--- src/rtl/stack_controller_if.sv ---
// ============================================================================
// Module      : stack_controller_if
// Description : Request, status and RAM-side signal bundle for stack_controller.
// Revision    : 1.0 - initial release
// ============================================================================
`default_nettype none

interface stack_controller_if;
    logic       Push;
    logic       Pop;
    logic       Clear;
    logic [7:0] DataIn;
    logic [7:0] RamDataIn;
    logic       RamEnable;
    logic       RamWriteEnable;
    logic [7:0] RamAddress;
    logic [7:0] RamDataOut;
    logic [7:0] Top;
    logic [8:0] Count;
    logic       Empty;
    logic       Full;
    logic       Ready;
    logic       Overflow;
    logic       Underflow;

    // The controller answers stack requests and owns the RAM port.
    modport slave (
        input  Push, Pop, Clear, DataIn, RamDataIn,
        output RamEnable, RamWriteEnable, RamAddress, RamDataOut,
        output Top, Count, Empty, Full, Ready, Overflow, Underflow
    );

    modport master (
        output Push, Pop, Clear, DataIn, RamDataIn,
        input  RamEnable, RamWriteEnable, RamAddress, RamDataOut,
        input  Top, Count, Empty, Full, Ready, Overflow, Underflow
    );
endinterface

`default_nettype wire

--- src/rtl/stack_controller.sv ---
// ============================================================================
// Module      : stack_controller
// Description : 256-entry LIFO controller over an external 1-cycle-latency RAM.
//               Optional sticky error flags: define STACK_ERROR_FLAGS_EN.
// Revision    : 1.0 - initial release
// ============================================================================
`default_nettype none

module stack_controller (
    input  wire logic              Clk,
    input  wire logic              ResetN,
    stack_controller_if.slave      bus
);

    typedef enum logic [1:0] {
        IDLE  = 2'd0,
        WRITE = 2'd1,
        READ  = 2'd2,
        LATCH = 2'd3
    } state_t;

    state_t     state_q, state_d;
    logic [8:0] count_q, count_d;
    logic [7:0] top_q, top_d;
    logic [7:0] hold_q, hold_d;
    logic       ram_en_q, ram_en_d;
    logic       ram_we_q, ram_we_d;
    logic [7:0] ram_addr_q, ram_addr_d;
    logic [7:0] ram_wdata_q, ram_wdata_d;

    logic w_empty, w_full;
    logic w_push_only, w_pop_only, w_clear_only;

    assign w_empty      = (count_q == 9'd0);
    assign w_full       = (count_q == 9'd256);
    assign w_push_only  =  bus.Push & ~bus.Pop & ~bus.Clear;
    assign w_pop_only   = ~bus.Push &  bus.Pop & ~bus.Clear;
    assign w_clear_only = ~bus.Push & ~bus.Pop &  bus.Clear;

    // RAM-side outputs are computed one cycle ahead so they are registered
    // for the whole WRITE/READ/LATCH cycle and zero everywhere else.
    always_comb begin
        state_d     = state_q;
        count_d     = count_q;
        top_d       = top_q;
        hold_d      = hold_q;
        ram_en_d    = 1'b0;
        ram_we_d    = 1'b0;
        ram_addr_d  = 8'd0;
        ram_wdata_d = 8'd0;

        case (state_q)
            IDLE: begin
                if (w_push_only && !w_full) begin
                    hold_d      = bus.DataIn;
                    state_d     = WRITE;
                    ram_en_d    = 1'b1;
                    ram_we_d    = 1'b1;
                    ram_addr_d  = count_q[7:0];
                    ram_wdata_d = bus.DataIn;
                end else if (w_pop_only && !w_empty) begin
                    state_d = READ;
                    // Popping the last entry needs no RAM read.
                    if (count_q != 9'd1) begin
                        ram_en_d   = 1'b1;
                        ram_addr_d = count_q[7:0] - 8'd2;
                    end
                end else if (w_clear_only) begin
                    count_d = 9'd0;
                    top_d   = 8'd0;
                end
            end

            WRITE: begin
                count_d = count_q + 9'd1;
                top_d   = hold_q;
                state_d = IDLE;
            end

            READ: begin
                count_d = count_q - 9'd1;
                if (count_q == 9'd1) begin
                    top_d   = 8'd0;
                    state_d = IDLE;
                end else begin
                    state_d    = LATCH;
                    ram_en_d   = 1'b1;
                    ram_addr_d = ram_addr_q;
                end
            end

            LATCH: begin
                top_d   = bus.RamDataIn;
                state_d = IDLE;
            end

            default: state_d = IDLE;
        endcase
    end

    always_ff @(posedge Clk or negedge ResetN) begin
        if (!ResetN) begin
            state_q     <= IDLE;
            count_q     <= 9'd0;
            top_q       <= 8'd0;
            hold_q      <= 8'd0;
            ram_en_q    <= 1'b0;
            ram_we_q    <= 1'b0;
            ram_addr_q  <= 8'd0;
            ram_wdata_q <= 8'd0;
        end else begin
            state_q     <= state_d;
            count_q     <= count_d;
            top_q       <= top_d;
            hold_q      <= hold_d;
            ram_en_q    <= ram_en_d;
            ram_we_q    <= ram_we_d;
            ram_addr_q  <= ram_addr_d;
            ram_wdata_q <= ram_wdata_d;
        end
    end

`ifdef STACK_ERROR_FLAGS_EN
    logic ovf_q, ovf_d;
    logic unf_q, unf_d;

    always_comb begin
        ovf_d = ovf_q;
        unf_d = unf_q;
        if (state_q == IDLE) begin
            if (w_push_only && w_full)  ovf_d = 1'b1;
            if (w_pop_only  && w_empty) unf_d = 1'b1;
            if (w_clear_only) begin
                ovf_d = 1'b0;
                unf_d = 1'b0;
            end
        end
    end

    always_ff @(posedge Clk or negedge ResetN) begin
        if (!ResetN) begin
            ovf_q <= 1'b0;
            unf_q <= 1'b0;
        end else begin
            ovf_q <= ovf_d;
            unf_q <= unf_d;
        end
    end

    assign bus.Overflow  = ovf_q;
    assign bus.Underflow = unf_q;
`else
    assign bus.Overflow  = 1'b0;
    assign bus.Underflow = 1'b0;
`endif

    assign bus.RamEnable      = ram_en_q;
    assign bus.RamWriteEnable = ram_we_q;
    assign bus.RamAddress     = ram_addr_q;
    assign bus.RamDataOut     = ram_wdata_q;
    assign bus.Top            = top_q;
    assign bus.Count          = count_q;
    assign bus.Empty          = w_empty;
    assign bus.Full           = w_full;
    assign bus.Ready          = (state_q == IDLE);

endmodule

`default_nettype wire

--- src/flat_wrapper.sv ---
// flat-port wrapper written by rule: the top's interface ports become plain ports
module stack_controller_flat 
  (Clk, ResetN, bus_Push, bus_Pop, bus_Clear, bus_DataIn, bus_RamDataIn, bus_RamEnable, bus_RamWriteEnable, bus_RamAddress, bus_RamDataOut, bus_Top, bus_Count, bus_Empty, bus_Full, bus_Ready, bus_Overflow, bus_Underflow);
  stack_controller_if bus_i ();
  input  wire logic Clk;
  input  wire logic ResetN;
  input wire logic [$bits(bus_i.Push)-1:0] bus_Push;
  input wire logic [$bits(bus_i.Pop)-1:0] bus_Pop;
  input wire logic [$bits(bus_i.Clear)-1:0] bus_Clear;
  input wire logic [$bits(bus_i.DataIn)-1:0] bus_DataIn;
  input wire logic [$bits(bus_i.RamDataIn)-1:0] bus_RamDataIn;
  output wire logic [$bits(bus_i.RamEnable)-1:0] bus_RamEnable;
  output wire logic [$bits(bus_i.RamWriteEnable)-1:0] bus_RamWriteEnable;
  output wire logic [$bits(bus_i.RamAddress)-1:0] bus_RamAddress;
  output wire logic [$bits(bus_i.RamDataOut)-1:0] bus_RamDataOut;
  output wire logic [$bits(bus_i.Top)-1:0] bus_Top;
  output wire logic [$bits(bus_i.Count)-1:0] bus_Count;
  output wire logic [$bits(bus_i.Empty)-1:0] bus_Empty;
  output wire logic [$bits(bus_i.Full)-1:0] bus_Full;
  output wire logic [$bits(bus_i.Ready)-1:0] bus_Ready;
  output wire logic [$bits(bus_i.Overflow)-1:0] bus_Overflow;
  output wire logic [$bits(bus_i.Underflow)-1:0] bus_Underflow;
  assign bus_i.Push = bus_Push;
  assign bus_i.Pop = bus_Pop;
  assign bus_i.Clear = bus_Clear;
  assign bus_i.DataIn = bus_DataIn;
  assign bus_i.RamDataIn = bus_RamDataIn;
  assign bus_RamEnable = bus_i.RamEnable;
  assign bus_RamWriteEnable = bus_i.RamWriteEnable;
  assign bus_RamAddress = bus_i.RamAddress;
  assign bus_RamDataOut = bus_i.RamDataOut;
  assign bus_Top = bus_i.Top;
  assign bus_Count = bus_i.Count;
  assign bus_Empty = bus_i.Empty;
  assign bus_Full = bus_i.Full;
  assign bus_Ready = bus_i.Ready;
  assign bus_Overflow = bus_i.Overflow;
  assign bus_Underflow = bus_i.Underflow;
  stack_controller u_core (.Clk(Clk), .ResetN(ResetN), .bus(bus_i));
endmodule
--- config.mk ---
export PLATFORM = sky130hd
export DESIGN_NAME = stack_controller_flat
export DESIGN_NICKNAME = d
export VERILOG_FILES = /design/src/rtl/stack_controller_if.sv /design/src/rtl/stack_controller.sv /design/src/flat_wrapper.sv
export SDC_FILE = /design/constraint.sdc
export NUM_CORES = 1
export LEC_CHECK = 0
export CAP_MARGIN = 20
export CORE_ASPECT_RATIO = 0.9
export CORE_MARGIN = 1
export CORE_UTILIZATION = 45
export CTS_BUF_LIST = sky130_fd_sc_hd__clkbuf_16
export DETAILED_ROUTE_END_ITERATION = 10
export GPL_TIMING_DRIVEN = 0
export PLACE_DENSITY = 0.74
export SLEW_MARGIN = 10
export SYNTH_ARGS = -nofsm -noshare
export SYNTH_HDL_FRONTEND = slang
export SYNTH_SLANG_ARGS = --single-unit
export TNS_END_PERCENT = 5
--- constraint.sdc ---
create_clock -name Clk -period 1.8 [get_ports Clk]
set_input_delay 0.18 -clock Clk [delete_from_list [all_inputs] [get_ports Clk]]
set_output_delay 0.18 -clock Clk [all_outputs]
set_load 0.01 [all_outputs]
==> results <==
- After detailed placement, the total cell area comes to 3280 um^2.
- The kind of start point of the critical path is a flop.
- The final reports fail on setup timing.
- The average instance area after synthesis is 10.1 um^2.
- The largest total area in the synthesized netlist belongs to sky130_fd_sc_hd__dfrtp_1.
- The worst-case IR drop observed on VDD is 1.13 mV.
- The leakage power total is 1.67 nW.
- The number of global-route vias before repair is 2249.
- The gate count after technology mapping is 253.
- The total of flip-flops plus latches after synthesis is 45.
- Of the cells placed in the final design, the portion with a size suffix greater than 1 is 0.255.
- The wire length after detailed routing is 7590 um.
- The total number of clock tree sinks is 45.
- The final cell area excluding filler cells is 3760 um^2.
- The count of vias placed by the detailed router is 2460.
- The number of cell rows is 25.
- The number of remaining DRC errors is 0.
- Across all setup checks in the final design, the least slack found is -0.126 ns.
- No sink is reached through more buffers than the 2 on the longest clock path.
- After layout, the minimum clock period comes to 1.93 ns.
- The root buffer cell is sky130_fd_sc_hd__clkbuf_16.
- The number of inserted diodes is 0.
- For flop-to-flop paths, the worst setup slack is -0.13 ns.
- The area growth from synthesis to layout is 47.5%.
- The post-place setup slack is -0.396 ns.
- The relative max-transition margin is 0.556.
- Detailed routing placed a total of 3620 um of wire on met2.
- The post-layout net count is 362.
- The number of synthesized flops with an enable pin is 0.
- The timing endpoint of the critical path is u_core.bus.Count[7].
- The flow ran to the end, but the final reports show violations.
- Of all flip-flops after synthesis, the portion carrying an async set or reset was 1.00.
- The share of the Yosys chip area taken by registers is 0.442.
- The worst hold path belongs to the class in2async.
- The detailed placement HPWL is 4780 um.
- The highest achievable clock rate is 519 MHz.
- The clock arrives with 0.00391 ns of skew.
- The clock network latency to the later pin of the worst-skew pair is 0.28 ns.
- The count of final max-slew check failures is 0.
- The sort of element at the end of the critical path is a flop.
- The worst endpoint required time is 1.97 ns.
- In the routed layout, each cell is associated on average with a via count of 6.20.
- Setup repair after global routing could not meet its margin everywhere.
- The pin count of the biggest net entering global routing is 29.
- At the end of routability-driven placement, the weighted congestion stood at 0.868.
- Port buffering added 58 buffers.
- The worst path arrival time is 2.10 ns.
- The first-pass GRT wire length is 11500 um.
- The die area is 5970 um^2.
- The start point of the critical path is u_core.bus.Count[4].
- In the post-synthesis netlist, the biggest area contributors are sky130_fd_sc_hd__dfrtp_1, sky130_fd_sc_hd__ha_1, sky130_fd_sc_hd__mux2_1.
- The global router's overall resource usage is 0.258.
- Among all flip-flop cells after synthesis, the most frequent one is sky130_fd_sc_hd__dfrtp_1.
- The post-route antenna net violation count is 0.
- The iteration-0 DRC count of the detailed router is 280.
- The actual transition at the worst max-transition pin is 0.664 ns.
- The areal power density over the cells is 1610 nW/um^2.
- Of the available clock period, the critical path in the final layout requires 1.07.
- The endpoint identified for the worst register-to-register timing path is u_core.bus.Count[7].
- Clock-pin slew was measured on the worst setup and hold paths at 0.06 ns.
- The effective utilization at floorplan is 0.477.
- The hold violation count in the final report was 0.
- The leftover overflow at the end of global routing is 0.
- For the worst flop-to-flop path, the logic depth is 6.
- The synthesized cell area is 2550 um^2.
- The width of the die is 81.4 um.
- CTS built an H-tree with a depth of 2.
- Pin placement for this block handled 61 I/O pins.
- The TritonCTS buffer count is 5.
- The sum of routed wire segments on met1 is 3180 um.
- The max-capacitance violation count is 0.
- The die span in y is 73.4 um.
- The area share of the largest cell type after synthesis is 0.442.
- Setup violations remaining at the end of the flow were counted as 30.
- In this run the standard cell core region covers 5350 um^2.
- In this run the critical register-to-register path is launched from u_core.bus.Count[4].
- The per-cell routed wire length is 19.1 um.
- The critical path is of the reg2reg type.
- The CTS tree is built.
- The total of warnings raised by yosys is 0.
- The initial antenna violation count came to 0.
- The synthesized netlist contains 56 unique library cells.
- The first detailed-routing pass took 5 iterations.
- The highest layer touched by signal routing is met4.
- Along the worst path, the maximum fanout reaches 10.
- The detailed-routed wire length on met3 is 709 um.
state kept, by name, indices dropped and copies added, names as in the netlist:
| register | flops |
|---|---|
| u_core.bus.Count | 9 |
| u_core.bus.RamAddress | 8 |
| u_core.bus.RamDataOut | 8 |
| u_core.bus.Top | 8 |
| u_core.hold_q | 8 |
| u_core.state_q | 2 |
| u_core.bus.RamEnable | 1 |
| u_core.bus.RamWriteEnable | 1 |
worst min path at each step:
stage                     slack [ns]                        end  depth (start not counted)
final                           0.38  u_core.bus.RamWriteEnable                          2
after global routing            0.41  u_core.bus.RamWriteEnable                          2
after CTS                       0.39  u_core.bus.RamWriteEnable                          2
after detailed placement        0.15  u_core.bus.RamWriteEnable                          1
after global placement          0.47          u_core.bus.Top[1]                          1
after floorplan                -0.12        u_core.bus.Count[0]                          0
Yosys cell counts (3+ instances only):
master and number:
sky130_fd_sc_hd__and2_1 9, sky130_fd_sc_hd__or3_1 3, sky130_fd_sc_hd__buf_2 5, sky130_fd_sc_hd__mux2_1 8, sky130_fd_sc_hd__nand4_1 4, sky130_fd_sc_hd__dfrtp_1 45, sky130_fd_sc_hd__nor3_1 3, sky130_fd_sc_hd__nand3_1 5
sky130_fd_sc_hd__inv_1 8, sky130_fd_sc_hd__nor2_1 20, sky130_fd_sc_hd__buf_4 3, sky130_fd_sc_hd__or3b_2 3, sky130_fd_sc_hd__a22o_1 9, sky130_fd_sc_hd__a31oi_1 6, sky130_fd_sc_hd__ha_1 11, sky130_fd_sc_hd__o21ai_0 11
sky130_fd_sc_hd__a21oi_1 8, sky130_fd_sc_hd__mux2_2 8, sky130_fd_sc_hd__nand2_1 21, sky130_fd_sc_hd__o31ai_1 7, sky130_fd_sc_hd__and3_1 3, sky130_fd_sc_hd__clkbuf_1 9
cell usage in the layout, fill, tap and decap left out, drive strengths merged, types with 2 or more instances in the layout:
cell / instances
o221ai: 2
a22o: 9
clkbuf: 11
a21boi: 3
nand3: 5
nor3: 3
a31o: 2
or3b: 3
and3: 3
mux2: 16
a31oi: 6
nand4: 4
o31ai: 7
o21ai: 11
nand2b: 2
or3: 4
inv: 8
nor4: 3
conb: 2
clkdlybuf4s50: 55
nor2: 20
and4bb: 2
mux2i: 2
and2: 9
nor4bb: 2
nand2: 22
ha: 11
buf: 23
a21o: 2
a21oi: 9
o31a: 2
o2bb2ai: 2
dfrtp: 45
a221oi: 2
worst max-delay path, stage by stage, from the launching register on:
cell and delay, ns:
sky130_fd_sc_hd__dfrtp_1 0.39, sky130_fd_sc_hd__buf_4 0.15, sky130_fd_sc_hd__clkbuf_1 0.40, sky130_fd_sc_hd__nand4_1 0.31, sky130_fd_sc_hd__nor2_1 0.18, sky130_fd_sc_hd__o221ai_1 0.14, sky130_fd_sc_hd__a22o_1 0.26
area by class of cell:
cell class | count | area, um^2
fill | 387 | 1590
multi-input combinational | 184 | 1540
sequential | 45 | 1130
timing repair buffer | 69 | 671
buffer | 17 | 144
clock buffer | 5 | 125
tap | 67 | 83.8
clock inverter | 2 | 35.0
inverter | 8 | 35.0
cells by family (layout without fill, tap and decap cells):
family | count (synthesis) | count (layout) | share of synthesized area
AOI/OAI and AO/OA | 65 | 65 | 0.183
xor gates and xnor gates | 1 | 1 | 0.00344
adders and majority gates | 11 | 11 | 0.0540
buffers and inverters | 25 | 101 | 0.0437
DFF | 45 | 45 | 0.442
muxes | 18 | 18 | 0.0785
other | 1 | 2 | 0.00147
and+or+nand+nor | 87 | 87 | 0.194
repair_timing:
| action | in CTS | in global routing |
|---|---|---|
| pin swaps | 7 | 5 |
| hold endpoints to repair | 17 | 0 |
| hold buffers | 1 | 0 |
| setup buffers | 7 | 2 |
| endpoints found under the setup margin | 47 | 35 |
| gates resized for setup | 52 | 26 |
| gates cloned | 0 | 0 |
stage by stage:
step                std cells  hold WS (ns)  power (mW)  utilization  TNS [ns]
global route              397         0.411        6.36        0.703     -3.86
finish                    397         0.379        6.07        0.703     -1.96
global placement          379         0.472        4.17        0.610    -41.65
CTS                       395         0.389        5.72        0.684     -1.87
detailed placement        380         0.150        4.23        0.613    -11.25
floorplan                 254        -0.116        3.24            -    -0.412
power by group:
part	internal, mW	switching [mW]
clock	0.644	0.371
sequential	1.31	0.232
combinational	1.72	1.80
total	3.67	2.40
routing by layer:
metal / track usage / up-vias
li1: - / 1082
met1: 0.363 / 1196
met2: 0.409 / 168
met3: 0.0497 / 14
met4: 0.0595 / 0
met5: 0 / -
(Power assumes the default switching activity.)
